--- config.mk ---
export PLATFORM = sky130hd
export DESIGN_NAME = fetch_prefetch_unit
export DESIGN_NICKNAME = d
export VERILOG_FILES = /design/src/rtl/fetch_prefetch_unit_pkg.sv /design/src/rtl/fetch_fifo.sv /design/src/rtl/fetch_prefetch_unit.sv
export SDC_FILE = /design/constraint.sdc
export NUM_CORES = 1
export LEC_CHECK = 0
export ABC_AREA = 1
export CAP_MARGIN = 15
export CORE_MARGIN = 2
export CORE_UTILIZATION = 36
export DETAILED_ROUTE_END_ITERATION = 7
export GPL_TIMING_DRIVEN = 0
export SLEW_MARGIN = 0
export SYNTH_ARGS = -nofsm -noshare
export SYNTH_HDL_FRONTEND = slang
export SYNTH_SLANG_ARGS = --single-unit
export TNS_END_PERCENT = 50
--- constraint.sdc ---
create_clock -name i_clk -period 4.65 [get_ports i_clk]
set_input_delay 0.93 -clock i_clk [delete_from_list [all_inputs] [get_ports i_clk]]
set_output_delay 0.93 -clock i_clk [all_outputs]
set_load 0.05 [all_outputs]
--- src/rtl/fetch_prefetch_unit_pkg.sv ---
// Shared constants and the FIFO entry layout for the instruction fetch stage.
package fetch_prefetch_unit_pkg;
  localparam int          XLEN             = 32;
  localparam int          WORD_BYTES       = 4;
  localparam logic [31:0] DEFAULT_RESET_PC = 32'h0000_0000;
  localparam logic [31:0] INSTR_NOP        = 32'h0000_0013;

  typedef struct packed {
    logic [XLEN-1:0] pc;
    logic [XLEN-1:0] data;
  } fetch_entry_t;
endpackage

--- src/rtl/fetch_fifo.sv ---
// Synchronous prefetch FIFO with flush; flush wins over push and pop in the same cycle.
module fetch_fifo #(
  parameter int DEPTH = 4,
  parameter int W     = 64
) (
  input  logic                       i_clk,
  input  logic                       i_rst,
  input  logic                       i_push,
  input  logic [W-1:0]               i_wdata,
  input  logic                       i_pop,
  input  logic                       i_flush,
  output logic [W-1:0]               o_rdata,
  output logic                       o_empty,
  output logic [$clog2(DEPTH+1)-1:0] o_count
);
  localparam int PW = $clog2(DEPTH);
  localparam int CW = $clog2(DEPTH+1);

  logic [W-1:0]  r_mem [DEPTH];
  logic [PW-1:0] r_wr_ptr, r_rd_ptr;
  logic [CW-1:0] r_count;
  logic          w_do_push, w_do_pop;

  assign w_do_pop  = i_pop && (r_count != '0);
  assign w_do_push = i_push && ((r_count != CW'(DEPTH)) || w_do_pop);

  always_ff @(posedge i_clk or negedge i_rst) begin
    if (!i_rst) begin
      r_wr_ptr <= '0;
      r_rd_ptr <= '0;
      r_count  <= '0;
    end else if (i_flush) begin
      r_wr_ptr <= '0;
      r_rd_ptr <= '0;
      r_count  <= '0;
    end else begin
      if (w_do_push) r_wr_ptr <= r_wr_ptr + 1'b1;
      if (w_do_pop)  r_rd_ptr <= r_rd_ptr + 1'b1;
      case ({w_do_push, w_do_pop})
        2'b10:   r_count <= r_count + 1'b1;
        2'b01:   r_count <= r_count - 1'b1;
        default: ;
      endcase
    end
  end

  // Storage needs no reset: the read side is gated by o_empty downstream.
  always_ff @(posedge i_clk) begin
    if (w_do_push && !i_flush) r_mem[r_wr_ptr] <= i_wdata;
  end

  assign o_rdata = r_mem[r_rd_ptr];
  assign o_empty = (r_count == '0);
  assign o_count = r_count;
endmodule

--- src/rtl/fetch_prefetch_unit.sv ---
// Fetch stage: owns the fetch PC, issues credit-limited word reads and buffers
// returned words as {pc, data} pairs; a redirect flushes and drops stale responses.
module fetch_prefetch_unit
  import fetch_prefetch_unit_pkg::*;
#(
  parameter int              DEPTH    = 4,
  parameter logic [XLEN-1:0] RESET_PC = DEFAULT_RESET_PC
) (
  input  logic            i_clk,
  input  logic            i_rst,
  output logic            o_mem_req_valid,
  input  logic            i_mem_req_ready,
  output logic [XLEN-1:0] o_mem_req_addr,
  input  logic            i_mem_rsp_valid,
  input  logic [XLEN-1:0] i_mem_rsp_data,
  input  logic            i_redirect_valid,
  input  logic [XLEN-1:0] i_redirect_pc,
  output logic            o_inst_valid,
  input  logic            i_inst_ready,
  output logic [XLEN-1:0] o_inst_data,
  output logic [XLEN-1:0] o_inst_pc
);
  localparam int CW = $clog2(DEPTH+1);

  logic [XLEN-1:0] r_fetch_pc, r_rsp_pc;
  logic [CW-1:0]   r_outstanding, r_drop;
  logic [CW-1:0]   w_count, w_drop_total, w_drop_next;
  logic [CW+1:0]   w_credits_used;
  logic [XLEN-1:0] w_redirect_pc;
  logic            w_empty, w_accept, w_rsp_keep, w_rsp_drop, w_pop;
  fetch_entry_t    w_wr_entry, w_rd_entry;

  // Every in-flight, dropped or buffered word holds a credit, so a response always has a slot.
  assign w_credits_used  = (CW+2)'(w_count) + (CW+2)'(r_outstanding) + (CW+2)'(r_drop);
  assign o_mem_req_valid = i_rst && !i_redirect_valid && (w_credits_used < (CW+2)'(DEPTH));
  assign o_mem_req_addr  = r_fetch_pc;
  assign w_accept        = o_mem_req_valid && i_mem_req_ready;
  assign w_rsp_drop      = i_mem_rsp_valid && (r_drop != '0);
  assign w_rsp_keep      = i_mem_rsp_valid && (r_drop == '0);
  assign w_redirect_pc   = {i_redirect_pc[XLEN-1:2], 2'b00};
  assign w_drop_total    = r_drop + r_outstanding;
  assign w_drop_next     = (i_mem_rsp_valid && (w_drop_total != '0)) ? w_drop_total - 1'b1
                                                                      : w_drop_total;

  assign o_inst_valid = !w_empty;
  assign w_pop        = o_inst_valid && i_inst_ready;
  assign o_inst_pc    = o_inst_valid ? w_rd_entry.pc   : '0;
  assign o_inst_data  = o_inst_valid ? w_rd_entry.data : '0;
  assign w_wr_entry   = '{pc: r_rsp_pc, data: i_mem_rsp_data};

  always_ff @(posedge i_clk or negedge i_rst) begin
    if (!i_rst) begin
      r_fetch_pc    <= RESET_PC;
      r_rsp_pc      <= RESET_PC;
      r_outstanding <= '0;
      r_drop        <= '0;
    end else if (i_redirect_valid) begin
      r_fetch_pc    <= w_redirect_pc;
      r_rsp_pc      <= w_redirect_pc;
      r_outstanding <= '0;
      r_drop        <= w_drop_next;
    end else begin
      if (w_accept)   r_fetch_pc <= r_fetch_pc + XLEN'(WORD_BYTES);
      // Responses come back in order, so the PC of the next kept word simply counts up.
      if (w_rsp_keep) r_rsp_pc   <= r_rsp_pc + XLEN'(WORD_BYTES);
      if (w_rsp_drop) r_drop     <= r_drop - 1'b1;
      case ({w_accept, w_rsp_keep})
        2'b10:   r_outstanding <= r_outstanding + 1'b1;
        2'b01:   r_outstanding <= r_outstanding - 1'b1;
        default: ;
      endcase
    end
  end

  fetch_fifo #(.DEPTH(DEPTH), .W(2*XLEN)) u_fifo (
    .i_clk   (i_clk),
    .i_rst   (i_rst),
    .i_push  (w_rsp_keep),
    .i_wdata (w_wr_entry),
    .i_pop   (w_pop),
    .i_flush (i_redirect_valid),
    .o_rdata (w_rd_entry),
    .o_empty (w_empty),
    .o_count (w_count)
  );
endmodule
==> results_dict.tcl, run 1 <==
set metrics [dict create \
    clock_path_buffers 3 \
    cts.repair.resized 0 \
    crit_buf_inv 4 \
    wl_per_cell_um 17.9 \
    placed_cell_area_um2 17400 \
    worstHoldPathType "input pin to asynchronous set/reset pin" \
    detail-route-antenna-nets 0 \
    critPathMaxFanout 3 \
    fin_worst_skew_ns 0.0282 \
    grt.total_usage_pct 19.0 \
    postCtsSetupBuffers 0 \
    status "complete, no violations" \
    path_class "register to output pin" \
    tns_ns 0 \
    tightest_slew_ns 0.747 \
    synth_area_um2 14900 \
    die_w_um 207 \
    post-route-util_pct 45.5 \
    crit_path_start_kind "register" \
    core-area_um2 40800 \
    timing.rr.start "r_outstanding[1]" \
    grt_pass1_vias 11535 \
    finalMaxSlewViolations 0 \
    clkTransAtPathRegs_ns 0.06 \
    swShare_pct 40.3 \
    cts-root-buf "clkbuf_16" \
    h-tree-depth 2 \
    grt_pass1_wl_um 64400 \
    dp_hpwl_um 28500 \
    slowest_delay_ns 0.79 \
    yosysTopAreaCell "edfxtp_1" \
    netSwitchingPower_mw 4.22 \
    crit_family "buffers and inverters" \
    final_cells 2299 \
    first_iter_violations 927 \
    finalSetupViolCount 0 \
    antenna_found_initial 0 \
    cts_hold_buf 0 \
    drive_gt1_share_pct 6.23 \
    place_congestion 0.886 \
    first_pass_iters 5 \
    nNetsFinal 1829 \
    die-area_um2 43000 \
    leakage_nw 6.98 \
    ys_types 41 \
    synth_top_cell_area_share_pct 50.1 \
    cp-startpoint "r_outstanding[1]" \
    num_antenna_cells 0 \
    cts_made_buffers 37 \
    synth-seq-cells 321 \
    clkPwrFrac_pct 27.2 \
    grt_setup_unrepaired "false" \
    grt_max_degree 47 \
    worstSetupEndpointType "output pin" \
    insertion_delay_ns 0.54 \
    cp_common_cell "inv_1" \
    cts.sinks 321 \
    dp_cells 2233 \
    rows 74 \
    routed_wl_um 41100 \
    fin_ws_ns 0.269 \
    synth_area_leaders "edfxtp_1, dfrtp_1, nor2_1" \
    comb_power_share_pct 38.5 \
    finalCriticalPeriod_ns 4.38 \
    required_ns 3.72 \
    netlist_instances 1529 \
    cts_tree "built" \
    vias 11530 \
    relSlewSlack_pct 50.1 \
    fillCellCount 3849 \
    vias_per_cell 5.02 \
    clock.fmax_mhz 228 \
    hold_viol 0 \
    cp_slowest_cell "clkdlybuf4s50_1" \
    design_area_um2 18600 \
    critPathArrivalTime_ns 3.45 \
    port_buffers 160 \
    floorplan.initialDensity_pct 36.4 \
    io_pins 168 \
    period_share_pct 94.2 \
    ir_drop_uv 240 \
    p_int_mw 6.25 \
    grt_remaining_overflow 0 \
    seq_power_share_pct 34.3 \
    chipHeight_um 207 \
    place_ws_ns 0.825 \
    drc 0 \
    area_delta_synth_final_pct 24.8 \
    crit_chain "inv_1, fa_1, a21oi_1, fa_1, inv_1, nand4_1, nor2_1, nand2_1, inv_1, clkdlybuf4s50_1" \
    p_per_area_nw_per_um2 564 \
    yosys_warnings 0 \
    avgSynthCellArea_um2 9.73 \
    ys_seq_area_share_pct 62.3 \
    cap_violations 0 \
]
[synth_stat cells]
library cell and n:
a21oi_1 70, a31oi_1 3, a31oi_2 1, and3_1 1, buf_1 2, buf_2 14, buf_4 5, buf_6 3
buf_8 1, clkbuf_1 41, clkinv_4 1, conb_1 1, dfrtp_1 73, edfxtp_1 248, fa_1 6, ha_1 13
inv_1 105, inv_2 3, nand2_1 275, nand2_2 3, nand3_1 74, nand3_2 1, nand3b_1 4, nand4_1 15
nand4_4 1, nor2_1 335, nor2_2 3, nor2_4 1, nor3_1 12, nor3_2 1, nor3b_1 3, o211ai_1 16
o21ai_0 149, o21ai_2 2, o21bai_1 5, o221ai_1 2, o22ai_1 2, o31ai_1 1, or2_2 2, xnor2_1 9
xor2_1 22
[per-layer routing]
layer	share of wire, %	vias to the layer above	GRT usage [%]
met5	0	-	0
met4	2.2	0	5.10
met3	6.4	72	3.18
met2	46	401	30.9
met1	45	5494	26.3
li1	-	5563	-
[cells by family (layout without fill, tap and decap cells)]
group / after synthesis / in the layout / synth area share [%]
adders and majority gates: 19 / 19 / 1.90
and+or+nand+nor: 731 / 731 / 20.0
buffers and inverters: 175 / 410 / 4.92
other: 1 / 4 / 0.0252
DFF: 321 / 321 / 62.3
xor gates and xnor gates: 31 / 31 / 1.82
AOI/OAI and AO/OA: 251 / 251 / 9.01
[cells in the final DEF, fill, tap and decap left out, types with 5 or more instances in the layout]
| cell | instances |
|---|---|
| ha_1 | 13 |
| dfrtp_1 | 73 |
| clkbuf_16 | 38 |
| nor2_4 | 5 |
| nand2_1 | 275 |
| buf_4 | 6 |
| a21oi_1 | 70 |
| clkbuf_8 | 6 |
| clkdlybuf4s50_1 | 159 |
| nand4_1 | 15 |
| xnor2_1 | 9 |
| o21bai_1 | 5 |
| inv_1 | 105 |
| o21ai_0 | 149 |
| clkbuf_1 | 48 |
| buf_2 | 14 |
| edfxtp_1 | 248 |
| nor3_1 | 12 |
| nor2_1 | 331 |
| fa_1 | 6 |
| buf_12 | 8 |
| nand3_1 | 74 |
| clkinv_1 | 5 |
| o211ai_1 | 16 |
| xor2_1 | 22 |
[state kept, by name, indices dropped and copies added, names as in the netlist]
register         count
r_rsp_pc            30
u_fifo.o_count       3
u_fifo.r_rd_ptr      2
o_mem_req_addr      30
r_outstanding        3
u_fifo.r_mem       248
r_drop               3
u_fifo.r_wr_ptr      2
[worst reg2reg max path, cell delays in order (launching register included)]
cell	delay, ns
dfrtp_1	0.40
inv_1	0.11
fa_1	0.51
a21oi_1	0.17
fa_1	0.44
inv_1	0.09
nand2_1	0.09
nor2_4	0.15
nand4_4	0.19
nand2_1	0.22
inv_1	0.08
fa_1	0.38
xnor2_1	0.21
inv_1	0.08
nand3_1	0.10
nand2_1	0.06
inv_1	0.05
nand2_1	0.04
nand2_1	0.06
[final timing paths]
path	to	slack [ns]	depth (start not counted)
worst min-delay path	o_mem_req_addr[23]	0.36	1
worst min register to register	r_drop[1]	0.56	2
max in group asynchronous	r_rsp_pc[27]	3.66	2
min in group i_clk	r_drop[1]	0.56	2
worst max-delay path	o_mem_req_valid	0.27	10
worst max register to register	r_outstanding[2]	1.17	18
[metrics by stage]
step	power, mW	hold WS (ns)
after global routing	11.0	0.363
after CTS	10.6	0.350
after detailed placement	7.69	0.551
after floorplan	6.22	0.496
after global placement	7.63	0.538
final	10.5	0.360
[power by group through the flow]
stage / Sequential [mW] / Clock, mW / Combinational, mW
final: 3.59 / 2.85 / 4.03
after global routing: 3.62 / 3.02 / 4.34
after CTS: 3.58 / 2.90 / 4.07
after detailed placement: 3.64 / 0 / 4.06
after global placement: 3.64 / 0 / 3.99
after floorplan: 3.77 / 0 / 2.45
[layout make-up]
type                       instances  area, um2  share of cell area [%]
multi-input combinational       1036       4910                    26.5
clock inverter                    15        144                   0.775
clock buffer                      51       1060                    5.70
sequential                       321       9270                    49.9
timing repair buffer             169       1790                    9.62
inverter                         109        414                    2.23
tap                              532        666                    3.58
buffer                            66        318                    1.71
Power figures use the tool's default switching activity.
==> run 2: changes to the inputs <==
CAP_MARGIN = 25   (was 15)
GPL_ROUTABILITY_DRIVEN = 0   (was unset)
==> results_dict.tcl, run 2 (synthesis results as in run 1) <==
set metrics [dict create \
    port_buffers 160 \
    core-area_um2 40800 \
    mostFrequentLayoutCells "nor2_1, nand2_1, edfxtp_1, clkdlybuf4s50_1, o21ai_0" \
    fin_ws_ns 0.439 \
    first_pass_iters 7 \
    clkPwrFrac_pct 27.5 \
    comb_power_share_pct 38.3 \
    grt_pass1_wl_um 63500 \
    cts.repair.resized 0 \
    finalSetupViolCount 0 \
    first_iter_violations 976 \
    clock.fmax_mhz 237 \
    regMostFlops "u_fifo.r_mem" \
    grt_max_degree 50 \
    grt_remaining_overflow 0 \
    area_delta_synth_final_pct 25.2 \
    grt.total_usage_pct 18.7 \
    num_antenna_cells 0 \
    rows 74 \
    crit_path_start_kind "register" \
    wl_per_cell_um 17.8 \
    critPathArrivalTime_ns 3.28 \
    netSwitchingPower_mw 4.27 \
    finalCriticalPeriod_ns 4.21 \
    cts-root-buf "clkbuf_16" \
    insertion_delay_ns 0.54 \
    power_mw 10.5 \
    grt_pass1_vias 11420 \
    chipHeight_um 207 \
    routed_wl_um 40900 \
    layout_commonest_cell "nor2_1" \
    die_w_um 207 \
    drc 0 \
    hold-worst-slack_ns 0.327 \
    rr_worst_depth 18 \
    antenna_found_initial 0 \
    drive_gt1_share_pct 6.67 \
    io_pins 168 \
    postCtsSetupBuffers 0 \
    floorplan.initialDensity_pct 36.4 \
    tns_ns 0 \
    clkTransAtPathRegs_ns 0.06 \
    tightest_slew_ns 0.798 \
    relSlewSlack_pct 46.7 \
    h-tree-depth 2 \
    die-area_um2 43000 \
    swShare_pct 40.6 \
    worstHoldPathType "input pin to asynchronous set/reset pin" \
    path_class "register to output pin" \
    cts_hold_buf 0 \
    cts.sinks 321 \
    vias_per_cell 4.99 \
    largest_reg_flops 248 \
    cts_tree "built" \
    cap_violations 0 \
    critPathMaxFanout 10 \
    period_share_pct 90.6 \
    vias 11492 \
    grt_setup_unrepaired "false" \
    p_int_mw 6.25 \
    leakage_nw 7.04 \
    timing.rr.start "r_outstanding[2]" \
    hold_viol 0 \
    p_per_area_nw_per_um2 564 \
    required_ns 3.72 \
    place_ws_ns 0.722 \
    ir_drop_uv 261 \
    seq_power_share_pct 34.2 \
    detail-route-antenna-nets 0 \
    post-route-util_pct 45.6 \
    worstSetupEndpointType "output pin" \
    finalMaxSlewViolations 0 \
    cts_made_buffers 37 \
    clock_path_buffers 3 \
    r2r_end "r_outstanding[2]" \
    dp_hpwl_um 28300 \
    status "complete, no violations" \
    r2r_slack_ns 1.24 \
    nNetsFinal 1829 \
    fin_worst_skew_ns 0.0292 \
]
-- run 2: worst max-delay path: stages (launching register included) --
cell             delay, ns
dfrtp_1               0.35
buf_2                 0.20
inv_2                 0.18
buf_2                 0.27
clkbuf_1              0.43
o21ai_0               0.16
a21oi_1               0.28
clkdlybuf4s50_1       0.87
-- run 2: per-layer routing --
metal / global-route usage [%] / share of wire, % / vias up
li1: - / - / 5571
met1: 26.0 / 45 / 5425
met2: 30.5 / 46 / 431
met3: 3.12 / 6.8 / 65
met4: 5.10 / 2.3 / 0
met5: 0 / 0 / -
-- run 2: worst max path at each step --
stage,from,endpoint,cells after the start
after floorplan,i_mem_rsp_valid,u_fifo.r_mem[0][0],6
after global placement,i_mem_rsp_valid,u_fifo.r_mem[3][5],7
after detailed placement,i_mem_rsp_valid,u_fifo.r_mem[1][5],9
after CTS,r_outstanding[1],o_mem_req_valid,10
after global routing,u_fifo.r_rd_ptr[0],o_inst_pc[21],7
final,u_fifo.r_rd_ptr[0],o_inst_pc[25],7
-- run 2: area by class of cell --
class                           count  area (um2)
Clock buffer                       44         982
Buffer                             66         318
Clock inverter                     24         260
Fill cell                        3793       22200
Inverter                          109         414
Timing Repair Buffer              169        1800
Tap cell                          532         666
Multi-Input combinational cell   1036        4910
Sequential cell                   321        9270
-- run 2: through the flow --
| step | instance area [um2] | instances |
|---|---|---|
| 2_1_floorplan | 14900 | 1532 |
| 3_3_place_gp | 17200 | 2224 |
| 3_5_place_dp | 17400 | 2233 |
| 4_1_cts | 18600 | 2301 |
| 5_1_grt | 18600 | 2301 |
| 6_report | 18600 | 2301 |
-- run 2: power groups by stage --
| stage | combinational [mW] | sequential, mW | clock [mW] |
|---|---|---|---|
| after floorplan | 2.45 | 3.77 | 0 |
| after global placement | 3.99 | 3.64 | 0 |
| after detailed placement | 4.04 | 3.64 | 0 |
| after CTS | 4.06 | 3.58 | 2.96 |
| after global routing | 4.31 | 3.62 | 3.08 |
| final | 4.03 | 3.59 | 2.89 |
==> run 3: changes to the inputs <==
PLACE_DENSITY = 0.61   (was unset)
==> results_dict.tcl, run 3 (synthesis results as in run 1) <==
set metrics [dict create \
    status "complete, no violations" \
    num_antenna_cells 0 \
    wl_per_cell_um 17.8 \
    clkTransAtPathRegs_ns 0.06 \
    cts.sinks 321 \
    grt_pass1_wl_um 64800 \
    dp_cells 2233 \
    final_cells 2300 \
    relSlewSlack_pct 44.8 \
    postCtsSetupBuffers 0 \
    grt_setup_unrepaired "false" \
    leakage_nw 6.98 \
    regMostFlops "u_fifo.r_mem" \
    layout_commonest_cell "nor2_1" \
    clock_path_buffers 3 \
    drive_gt1_share_pct 6.28 \
    cts_made_buffers 37 \
    largest_reg_flops 248 \
    dp_hpwl_um 28300 \
    hold-worst-slack_ns 0.294 \
    first_iter_violations 1102 \
    tightest_slew_ns 0.827 \
    critPathMaxFanout 3 \
    cts_hold_buf 0 \
    grt_max_degree 62 \
    worstHoldPathType "input pin to asynchronous set/reset pin" \
    design_area_um2 18500 \
    first_pass_iters 5 \
    period_share_pct 94.0 \
    die_w_um 207 \
    vias_per_cell 5.04 \
    required_ns 3.72 \
    p_per_area_nw_per_um2 562 \
    crit_path_start_kind "register" \
    cp-startpoint "r_outstanding[1]" \
    critPathArrivalTime_ns 3.44 \
    ir_drop_uv 258 \
    routed_wl_um 41000 \
    vias 11602 \
    io_pins 168 \
    placed_cell_area_um2 17400 \
    floorplan.initialDensity_pct 36.4 \
    grt.total_usage_pct 18.9 \
    finalCriticalPeriod_ns 4.37 \
    mostFrequentLayoutCells "nor2_1, nand2_1, edfxtp_1, clkdlybuf4s50_1, o21ai_0" \
    hold_viol 0 \
    detail-route-antenna-nets 0 \
    fin_worst_skew_ns 0.0168 \
    post-route-util_pct 45.4 \
    finalMaxSlewViolations 0 \
    cts_tree "built" \
    grt_remaining_overflow 0 \
    chipHeight_um 207 \
    timing.rr.start "r_outstanding[1]" \
    area_delta_synth_final_pct 24.6 \
    die-area_um2 43000 \
    antenna_found_initial 0 \
    cap_violations 0 \
    path_class "register to output pin" \
    h-tree-depth 2 \
    core-area_um2 40800 \
    port_buffers 160 \
    clock.fmax_mhz 229 \
    drc 0 \
    grt_pass1_vias 11534 \
    nNetsFinal 1829 \
    cts-root-buf "clkbuf_16" \
    insertion_delay_ns 0.52 \
    finalSetupViolCount 0 \
    cts.repair.resized 0 \
    worstSetupEndpointType "output pin" \
    rows 74 \
]
==> run 3: cell types whose count changed in the layout (fill, tap and decap cells not counted), sizes merged <==
cell and change:
inv +2, dlymetal6s2s -1, clkdlybuf4s50 +1, clkinv -3
==> run 3: power breakdown <==
part	switching (mW)	total, mW	internal [mW]
sequential	0.273	3.59	3.32
clock	1.15	2.80	1.64
combinational	2.81	4.03	1.22
total	4.23	10.4	6.18
==> run 3: per-layer routing <==
metal,vias to the layer above,wire (um),track usage [%]
met1,5558,18400,26.9
met5,-,0,0
li1,5571,-,-
met4,0,657,3.97
met3,50,2670,2.78
met2,423,19200,31.0
==> run 3: final cells by class <==
type	instances	area (um2)
Buffer	66	318
Clock buffer	44	952
Clock inverter	23	211
Fill cell	3852	22300
Inverter	109	414
Multi-Input combinational cell	1036	4910
Sequential cell	321	9270
Tap cell	532	666
Timing Repair Buffer	169	1790
==> run 3: worst paths after layout <==
path	to	slack (ns)	depth (start not counted)
hold / removal	o_mem_req_addr[23]	0.29	1
max in group asynchronous	u_fifo.r_rd_ptr[0]	3.76	2
setup / recovery	o_mem_req_valid	0.28	10
setup reg to reg	r_outstanding[2]	1.21	18
hold reg to reg	r_drop[1]	0.57	2
min in group i_clk	r_drop[1]	0.57	2
==> run 3: critical path, cell delays in order (launching register included) <==
cell	delay, ns
dfrtp_1	0.41
inv_1	0.11
fa_1	0.50
a21oi_1	0.17
fa_1	0.44
inv_1	0.09
nand4_1	0.09
nor2_1	0.15
nand2_1	0.09
inv_1	0.07
clkdlybuf4s50_1	0.80
==> run 3: per-stage QoR <==
step                      TNS (ns)  setup WS [ns]  total power [mW]
after floorplan                  0         0.0479              6.22
after global placement     -765.41          -2.92              7.63
after detailed placement         0          0.690              7.68
after CTS                        0          0.259              10.5
after global routing             0         0.0743              10.9
final                            0          0.281              10.4
